--- config.mk ---
export PLATFORM = sky130hd
export DESIGN_NAME = fb_sram_arbiter
export DESIGN_NICKNAME = d
export VERILOG_FILES = /design/src/rtl/fb_sram_arbiter.sv
export SDC_FILE = /design/constraint.sdc
export NUM_CORES = 1
export LEC_CHECK = 0
export ABC_AREA = 1
export CELL_PAD_IN_SITES_DETAIL_PLACEMENT = 1
export CELL_PAD_IN_SITES_GLOBAL_PLACEMENT = 1
export CORE_MARGIN = 4
export CORE_UTILIZATION = 25
export CTS_CLUSTER_DIAMETER = 40
export DETAILED_ROUTE_END_ITERATION = 8
export GPL_ROUTABILITY_DRIVEN = 0
export HOLD_SLACK_MARGIN = 0.12
export MAX_ROUTING_LAYER = met4
export PLACE_DENSITY = 0.84
export REMOVE_ABC_BUFFERS = 1
export SYNTH_ARGS = -nofsm -noshare
export SYNTH_HDL_FRONTEND = slang
export SYNTH_SLANG_ARGS = --single-unit
--- constraint.sdc ---
create_clock -name BOARD_CLK -period 1.7 [get_ports BOARD_CLK]
set_input_delay 0.51 -clock BOARD_CLK [delete_from_list [all_inputs] [get_ports BOARD_CLK]]
set_output_delay 0.51 -clock BOARD_CLK [all_outputs]
set_load 0.01 [all_outputs]
--- src/rtl/fb_sram_arbiter.sv ---
// fb_sram_arbiter: shares the single framebuffer SRAM between the display
// scan-out read port and the draw engine write port, and owns the
// front/back buffer select that flips only at vertical blank.
// Optional feature macro: FB_ARB_STARVE_GUARD_EN (when defined, the draw
// engine is granted after STARVE_LIMIT consecutive display grants).
module fb_sram_arbiter #(
    parameter logic [19:0] DBUF_OFFSET  = 20'h4b000,
    parameter int          READ_LAT     = 2,
    parameter int          WRITE_LAT    = 2,
    parameter int          STARVE_LIMIT = 4
) (
    input  logic        BOARD_CLK,
    input  logic        RESET,
    input  logic        queueRead,
    input  logic [19:0] framebufferAddress,
    output logic        dataReady,
    output logic [15:0] framebufferData,
    input  logic        draw_req,
    input  logic [19:0] draw_addr,
    input  logic [15:0] draw_data,
    output logic        draw_ack,
    input  logic        swap_req,
    input  logic        vblank_start,
    output logic        doubleBuffer,
    output logic        swap_done,
    output logic [19:0] SRAM_ADDR,
    output logic [15:0] SRAM_DQ_OUT,
    output logic        SRAM_DQ_OE,
    input  logic [15:0] SRAM_DQ_IN,
    output logic        SRAM_CE_N,
    output logic        SRAM_OE_N,
    output logic        SRAM_WE_N
);

    localparam int MAX_LAT = (READ_LAT > WRITE_LAT) ? READ_LAT : WRITE_LAT;
    localparam int CNT_W   = $clog2(MAX_LAT + 1);

    typedef enum logic [1:0] {
        ST_IDLE  = 2'd0,
        ST_READ  = 2'd1,
        ST_WRITE = 2'd2
    } state_t;

    state_t             state_q, state_d;
    logic [CNT_W-1:0]   cnt_q, cnt_d;
    logic [19:0]        addr_q, addr_d;
    logic [15:0]        wdata_q, wdata_d;
    logic [15:0]        rdata_q, rdata_d;
    logic               ready_q, ready_d;
    logic               ack_q, ack_d;
    logic               ce_n_q, ce_n_d;
    logic               oe_n_q, oe_n_d;
    logic               we_n_q, we_n_d;
    logic               dq_oe_q, dq_oe_d;
    logic               db_q, db_d;
    logic               swap_pending_q, swap_pending_d;
    logic               swap_done_q, swap_done_d;
    logic               grant_draw_s;
    logic               swap_fire_s;

`ifdef FB_ARB_STARVE_GUARD_EN
    localparam int STARVE_W = $clog2(STARVE_LIMIT + 1);
    logic [STARVE_W-1:0] starve_cnt_q, starve_cnt_d;

    // Draw wins when display is idle or has used up its consecutive grants.
    always_comb begin
        grant_draw_s = draw_req &&
                       (!queueRead || (starve_cnt_q == STARVE_W'(STARVE_LIMIT)));
    end

    // Count display grants that overtake a waiting draw request.
    always_comb begin
        starve_cnt_d = starve_cnt_q;
        if (!draw_req) begin
            starve_cnt_d = '0;
        end else if ((state_q == ST_IDLE) && grant_draw_s) begin
            starve_cnt_d = '0;
        end else if ((state_q == ST_IDLE) && queueRead) begin
            starve_cnt_d = starve_cnt_q + STARVE_W'(1);
        end else begin
            starve_cnt_d = starve_cnt_q;
        end
    end

    // Starvation counter register.
    always_ff @(posedge BOARD_CLK) begin
        if (RESET) begin
            starve_cnt_q <= '0;
        end else begin
            starve_cnt_q <= starve_cnt_d;
        end
    end
`else
    // Strict display priority: draw only when display is not asking.
    always_comb begin
        grant_draw_s = draw_req && !queueRead;
    end
`endif

    // Grant decision, access sequencing and next values of the SRAM pins.
    always_comb begin
        state_d = state_q;
        cnt_d   = cnt_q;
        addr_d  = addr_q;
        wdata_d = wdata_q;
        rdata_d = rdata_q;
        ready_d = 1'b0;
        ack_d   = 1'b0;
        ce_n_d  = 1'b1;
        oe_n_d  = 1'b1;
        we_n_d  = 1'b1;
        dq_oe_d = 1'b0;
        case (state_q)
            ST_IDLE: begin
                if (grant_draw_s) begin
                    // Back buffer is the one not being displayed right now.
                    state_d = ST_WRITE;
                    cnt_d   = CNT_W'(1);
                    addr_d  = draw_addr + (db_q ? 20'h00000 : DBUF_OFFSET);
                    wdata_d = draw_data;
                    ce_n_d  = 1'b0;
                    we_n_d  = 1'b0;
                    dq_oe_d = 1'b1;
                end else if (queueRead) begin
                    state_d = ST_READ;
                    cnt_d   = CNT_W'(1);
                    addr_d  = framebufferAddress;
                    ce_n_d  = 1'b0;
                    oe_n_d  = 1'b0;
                end else begin
                    state_d = ST_IDLE;
                end
            end
            ST_READ: begin
                if (cnt_q == CNT_W'(READ_LAT)) begin
                    state_d = ST_IDLE;
                    cnt_d   = '0;
                    rdata_d = SRAM_DQ_IN;
                    ready_d = 1'b1;
                end else begin
                    cnt_d   = cnt_q + CNT_W'(1);
                    ce_n_d  = 1'b0;
                    oe_n_d  = 1'b0;
                end
            end
            ST_WRITE: begin
                if (cnt_q == CNT_W'(WRITE_LAT)) begin
                    state_d = ST_IDLE;
                    cnt_d   = '0;
                    ack_d   = 1'b1;
                end else begin
                    cnt_d   = cnt_q + CNT_W'(1);
                    ce_n_d  = 1'b0;
                    we_n_d  = 1'b0;
                    dq_oe_d = 1'b1;
                end
            end
            default: begin
                state_d = ST_IDLE;
                cnt_d   = '0;
            end
        endcase
    end

    // Buffer flip: a pending (or same-cycle) swap request fires at vblank.
    always_comb begin
        swap_fire_s = vblank_start && (swap_pending_q || swap_req);
        swap_done_d = swap_fire_s;
        if (swap_fire_s) begin
            db_d           = ~db_q;
            swap_pending_d = 1'b0;
        end else if (swap_req) begin
            db_d           = db_q;
            swap_pending_d = 1'b1;
        end else begin
            db_d           = db_q;
            swap_pending_d = swap_pending_q;
        end
    end

    // State and output registers; reset abandons any access in flight.
    always_ff @(posedge BOARD_CLK) begin
        if (RESET) begin
            state_q        <= ST_IDLE;
            cnt_q          <= '0;
            addr_q         <= 20'h00000;
            wdata_q        <= 16'h0000;
            rdata_q        <= 16'h0000;
            ready_q        <= 1'b0;
            ack_q          <= 1'b0;
            ce_n_q         <= 1'b1;
            oe_n_q         <= 1'b1;
            we_n_q         <= 1'b1;
            dq_oe_q        <= 1'b0;
            db_q           <= 1'b0;
            swap_pending_q <= 1'b0;
            swap_done_q    <= 1'b0;
        end else begin
            state_q        <= state_d;
            cnt_q          <= cnt_d;
            addr_q         <= addr_d;
            wdata_q        <= wdata_d;
            rdata_q        <= rdata_d;
            ready_q        <= ready_d;
            ack_q          <= ack_d;
            ce_n_q         <= ce_n_d;
            oe_n_q         <= oe_n_d;
            we_n_q         <= we_n_d;
            dq_oe_q        <= dq_oe_d;
            db_q           <= db_d;
            swap_pending_q <= swap_pending_d;
            swap_done_q    <= swap_done_d;
        end
    end

    assign dataReady       = ready_q;
    assign framebufferData = rdata_q;
    assign draw_ack        = ack_q;
    assign doubleBuffer    = db_q;
    assign swap_done       = swap_done_q;
    assign SRAM_ADDR       = addr_q;
    assign SRAM_DQ_OUT     = wdata_q;
    assign SRAM_DQ_OE      = dq_oe_q;
    assign SRAM_CE_N       = ce_n_q;
    assign SRAM_OE_N       = oe_n_q;
    assign SRAM_WE_N       = we_n_q;

endmodule
==> results of run 1 <==
-- final cells by class --
class	instances	area, um2	share of cell area (%)
Timing Repair Buffer	161	1570	34.3
Sequential cell	65	1300	28.5
Multi-Input combinational cell	225	1230	26.9
Tap cell	136	170	3.72
Clock buffer	9	124	2.71
Clock inverter	7	101	2.22
Inverter	18	75.1	1.64
-- per-stage QoR --
step / setup WS, ns / TNS (ns) / util, % / power [uW]
5_1_grt: -0.0201 / -0.0201 / 43.9 / 5670
4_1_cts: 0.00995 / 0 / 43.8 / 5410
3_5_place_dp: -0.509 / -7.31 / 42.3 / 4030
3_3_place_gp: -0.474 / -5.88 / 42.3 / 3940
2_1_floorplan: -0.387 / -6.48 / - / 2910
6_report: 0.0683 / 0 / 43.9 / 5310
-- synth_stat cells, types with 3 or more instances --
cell / n / area (um2)
o21ai_0: 8 / 40.0
nand2_4: 3 / 33.8
a21oi_1: 55 / 275
nor2_1: 13 / 48.8
inv_2: 6 / 22.5
inv_1: 9 / 33.8
buf_4: 3 / 22.5
buf_2: 10 / 50.1
nand2_1: 67 / 251
dfxtp_1: 65 / 1300
o21ai_1: 17 / 85.1
ha_1: 8 / 100
a22o_1: 16 / 140
nand3_1: 26 / 130
inv_4: 3 / 18.8
-- flip-flops by register name, indices dropped and copies added, names as in the netlist, 2 cells and up --
signal and count:
SRAM_ADDR 20, SRAM_DQ_OUT 16, cnt_q 2, framebufferData 16, state_q 2
-- worst paths after layout --
kind,start,end,slack (ns),depth (start not counted)
max,draw_addr[13],SRAM_ADDR[16],0.07,8
min,SRAM_DQ_OUT[7],SRAM_DQ_OUT[7],0.47,2
max reg2reg,doubleBuffer,SRAM_ADDR[16],0.10,9
min reg2reg,SRAM_DQ_OUT[7],SRAM_DQ_OUT[7],0.47,2
-- metal layers --
layer,wire (um),up-vias
met4,68,0
met3,629,10
met2,4750,101
met5,0,-
li1,-,1416
met1,3990,1366
-- logic make-up after synthesis --
logic type / Yosys count / share of synthesized area (%)
adders and majority gates: 9 / 4.44
DFF: 65 / 48.1
and+or+nand+nor: 116 / 19.6
AOI/OAI and AO/OA: 97 / 20.2
xor gates and xnor gates: 3 / 0.971
buffers and inverters: 36 / 6.70
-- worst max-delay path, stage by stage --
cell and delay [ns]:
clkdlybuf4s50_1 0.45, fa_2 0.37, nand3_1 0.10, nand2_2 0.08, xnor2_1 0.13, nand2_1 0.06, o21ai_1 0.07, a21oi_1 0.07
-- timing repair --
action / 4_1_cts / 5_1_grt
endpoints found under the setup margin: 63 / 5
pin swaps: 3 / 1
setup buffers: 1 / 0
gates resized for setup: 64 / 2
-- power by group through the flow --
stage / Combinational (uW) / Clock (uW) / Sequential (uW)
final: 1850 / 1490 / 1960
after global routing: 2060 / 1610 / 2000
after CTS: 1890 / 1560 / 1960
after detailed placement: 2030 / 0 / 2000
after global placement: 1950 / 0 / 1980
after floorplan: 817 / 0 / 2090
==> results.toml, run 1 <==
[layout]
layout-drive-gt1-share_pct = 12.2
layout_commonest_cell = "clkdlybuf4s50_1"
fin_cells = 621
num-nets-final = 567
mostFrequentLayoutCells = "clkdlybuf4s50_1 (76), nand2_1 (66), dfxtp_1 (64)"
final_area_um2 = 4570
fillers = 1247
area_growth_pct = 68.9
n_antenna_cell = 0

[synthesis]
synthesis.area_um2 = 2710
synth_ff_type = "dfxtp_1"
ys_warn_count = 0
ys_seq_elements = 65
synth_edf_count = 0
ys_seq_area_share_pct = 48.1
synth_cell_types = 27
avgSynthCellArea_um2 = 8.30
netlist_instances = 326
async_reset_ff_share_pct = 0

[detailed_routing]
drtAntennaViolNets = 0
wl_per_cell_um = 15.2
drt_iter0_drc = 127
drc_errors = 0
drtPass1Iterations = 4
viasPerCell = 4.66
wl_um = 9440
vias = 2893

[place]
portBuffers = 137
placed_area_um2 = 4400
placed_cells = 604
place_hpwl_um = 7280

[sta]
max-slew-margin-rel_pct = 77.4
max_freq_ghz = 0.613
hold_slack_ns = 0.466
finalHoldViolations = 0
fin_crit_ns = 1.63
slew_viol_final = 0
rsz0062_at_grt = "yes"
tightest_slew_ns = 0.339
setup_viol = 0
layout_worst_path_cycle_share_pct = 96.0
clock-skew-final_ns = 0.00933

[worst_setup_path]
worstPathArrival_ns = 1.85
worstPathMaxFanout = 3
required_ns = 1.92
endpoint_kind = "flop"
worstSetupPathType = "input pin to flop"
worst_setup_path_start_kind = "input pin"

[die]
die_x_um = 112
io_pins = 138
initial_core_util_pct = 26.0
die_h_um = 112
dieArea_um2 = 12600
core_um2 = 10400
rows = 37

[cts]
cts_root_buffer = "clkbuf_8"
cts.clk_slew.worst_paths_ns = 0.07
cts_tree = "done"
clock_latency_ns = 0.34
h-tree-depth = 3
hold_buffers = 0
cts_made_buffers = 9
clk_path_buf_depth = 2
clock_sinks = 65

[global_routing]
grt_pass1_vias = 3079
grt_max_degree = 23
grtUsageMet3_pct = 3.99
grt_pass1_wl_um = 15600
antenna_found_initial = 0
grt_overflow = 0
met1_usage_pct = 17.4
met2_usage_pct = 27.6
grt.total_usage_pct = 15.5
busiest_layer = "met2"

[pwr]
internal-power_uw = 3450
switching_share_pct = 35.0
p_sw_uw = 1860
comb_power_share_pct = 34.9
power_density_nw_per_um2 = 1160
pwr-share-seq_pct = 37.0
power_frac_clock_pct = 28.1
p_leak_uw = 0.00205
max-vdd-ir-drop_mv = 0.612

[hold_path]
hold_class = "flop to flop"

[run]
maxCapViolations = 0

[outcome]
outcome = "finished clean"
No activity file was read; power rests on OpenSTA's default activity.
==> run 2, diff against run 1 <==
- clock period: 1.7 -> 1.4 ns (I/O delays scaled with it)
==> results.toml, run 2 (synthesis results as in run 1) <==
[worst_setup_path]
crit_buf_inv = 2
worst_setup_path_start_kind = "flop"
r2r_end = "SRAM_ADDR[16]"
r2r.worst_path.cells = 9
worstPathMaxFanout = 5
cpPeakStageDelay_ns = 0.38
worstSetupPathType = "flop to flop"
path_cells = "inv_4 -> buf_8 -> fa_2 -> nand3_2 -> nand2_2 -> xnor2_1 -> nand2_1 -> o21ai_1 -> a21oi_1"
rr_startpoint = "doubleBuffer"
required_ns = 1.62
reg2reg_slack_ns = -0.13
endpoint_kind = "flop"
cpLargestDelayFamily = "adder cells"
worstPathArrival_ns = 1.75
crit_slowest_cell = "fa_2"

[place]
portBuffers = 137
place_hpwl_um = 7360
dpl_worst_slack_ns = -0.742
placed_area_um2 = 4440

[cts]
cts.clk_slew.worst_paths_ns = 0.07
clock_sinks = 65
cts_root_buffer = "clkbuf_8"
h-tree-depth = 3
clock_latency_ns = 0.33
hold_buffers = 0
cts_tree = "done"
clk_path_buf_depth = 2
cts_made_buffers = 9

[die]
die_x_um = 112
initial_core_util_pct = 26.0
core_um2 = 10400
rows = 37
die_h_um = 112
io_pins = 138
dieArea_um2 = 12600

[run]
maxCapViolations = 0

[layout]
area_growth_pct = 75.3
largest_register_ffs = 20
final_area_um2 = 4740
num-nets-final = 574
fillers = 1209
multiInputGateArea_um2 = 1370
seq_area_um2 = 1300
layout-drive-gt1-share_pct = 20.1
mostFrequentLayoutCells = "clkdlybuf4s50_1 (71), dfxtp_1 (63), nand2_1 (62)"
layout_commonest_cell = "clkdlybuf4s50_1"

[detailed_routing]
wl_per_cell_um = 15.4
drtPass1Iterations = 4
vias = 2912
drt_iter0_drc = 161
drtAntennaViolNets = 0
viasPerCell = 4.63
drc_errors = 0
wl_um = 9710

[pwr]
power_density_nw_per_um2 = 1380
internal-power_uw = 4230
comb_power_share_pct = 39.9
p_sw_uw = 2290
p_leak_uw = 0.00200
power_frac_clock_pct = 23.8
switching_share_pct = 35.1
max-vdd-ir-drop_mv = 0.608
pwr-share-seq_pct = 36.4

[sta]
slew_viol_final = 0
fin_crit_ns = 1.53
max-slew-margin-rel_pct = 82.2
tightest_slew_ns = 0.266
fin_setup_tns_ns = -0.378
rsz0062_at_grt = "yes"
setup_ws_ns = -0.135
setup_viol = 6
clock-skew-final_ns = 0.0109
max_freq_ghz = 0.652
hold_slack_ns = 0.467
finalHoldViolations = 0
layout_worst_path_cycle_share_pct = 110

[global_routing]
grt_pass1_wl_um = 16000
grt_overflow = 0
grt_pass1_vias = 3238
grt_max_degree = 23
antenna_found_initial = 1
grt.total_usage_pct = 15.8

[hold_path]
hold_path_end = "SRAM_DQ_OUT[13]"
whs_path_depth = 2
holdCritStartpoint = "SRAM_DQ_OUT[13]"
hold_class = "flop to flop"

[outcome]
violations = "setup timing"
outcome = "complete, but fails checks"
==> run 2: worst max-delay path by stage <==
stage | from | end | slack [ns] | depth (start not counted)
after detailed placement | draw_addr[12] | SRAM_ADDR[16] | -0.74 | 9
after CTS | doubleBuffer | SRAM_ADDR[16] | -0.17 | 9
after global placement | draw_addr[12] | SRAM_ADDR[16] | -0.69 | 9
final | doubleBuffer | SRAM_ADDR[16] | -0.13 | 9
after global routing | doubleBuffer | SRAM_ADDR[16] | -0.21 | 9
after floorplan | state_q[0] | SRAM_ADDR[10] | -0.69 | 6
==> run 2: worst reg2reg max path, cell delays in order (launching register included) <==
cell	delay [ns]
dfxtp_2	0.35
inv_4	0.05
buf_8	0.14
fa_2	0.38
nand3_2	0.08
nand2_2	0.08
xnor2_1	0.14
nand2_1	0.06
o21ai_1	0.07
a21oi_1	0.07
==> run 2: layer usage <==
metal / GRT usage (%) / routed length, um / vias up
met1: 17.6 / 4110 / 1369
met2: 27.7 / 4860 / 102
li1: - / - / 1429
met5: - / 0 / -
met4: 4.65 / 123 / 0
met3: 4.37 / 614 / 12
==> run 2: layout make-up <==
class	instances	share of cell area [%]
timing repair buffer	167	34.2
clock buffer	9	2.61
antenna	1	0.0528
clock inverter	7	1.48
sequential	65	27.5
inverter	18	1.69
multi-input combinational	226	28.9
tap	136	3.59
==> run 2: power groups by stage <==
| stage | registers (uW) | clock network (uW) | logic (uW) |
|---|---|---|---|
| 6_report | 2370 | 1550 | 2600 |
| 5_1_grt | 2410 | 1700 | 2890 |
| 4_1_cts | 2370 | 1630 | 2500 |
| 3_5_place_dp | 2410 | 0 | 2600 |
| 3_3_place_gp | 2400 | 0 | 2500 |
| 2_1_floorplan | 2540 | 0 | 992 |
==> run 2: through the flow <==
| step | cells | util [%] | power [uW] |
|---|---|---|---|
| after global placement | 609 | 42.6 | 4900 |
| final | 629 | 45.5 | 6530 |
| after detailed placement | 609 | 42.6 | 5010 |
| after CTS | 627 | 45.1 | 6500 |
| after global routing | 629 | 45.5 | 7000 |
| after floorplan | 308 | - | 3530 |
==> run 2: repair_timing <==
action,4_1_cts,5_1_grt
cloned,0,1
endpoints found under the hold margin,0,0
setup buffers,2,0
pin swaps,10,6
endpoints found under the setup margin,82,79
resized for setup,105,53
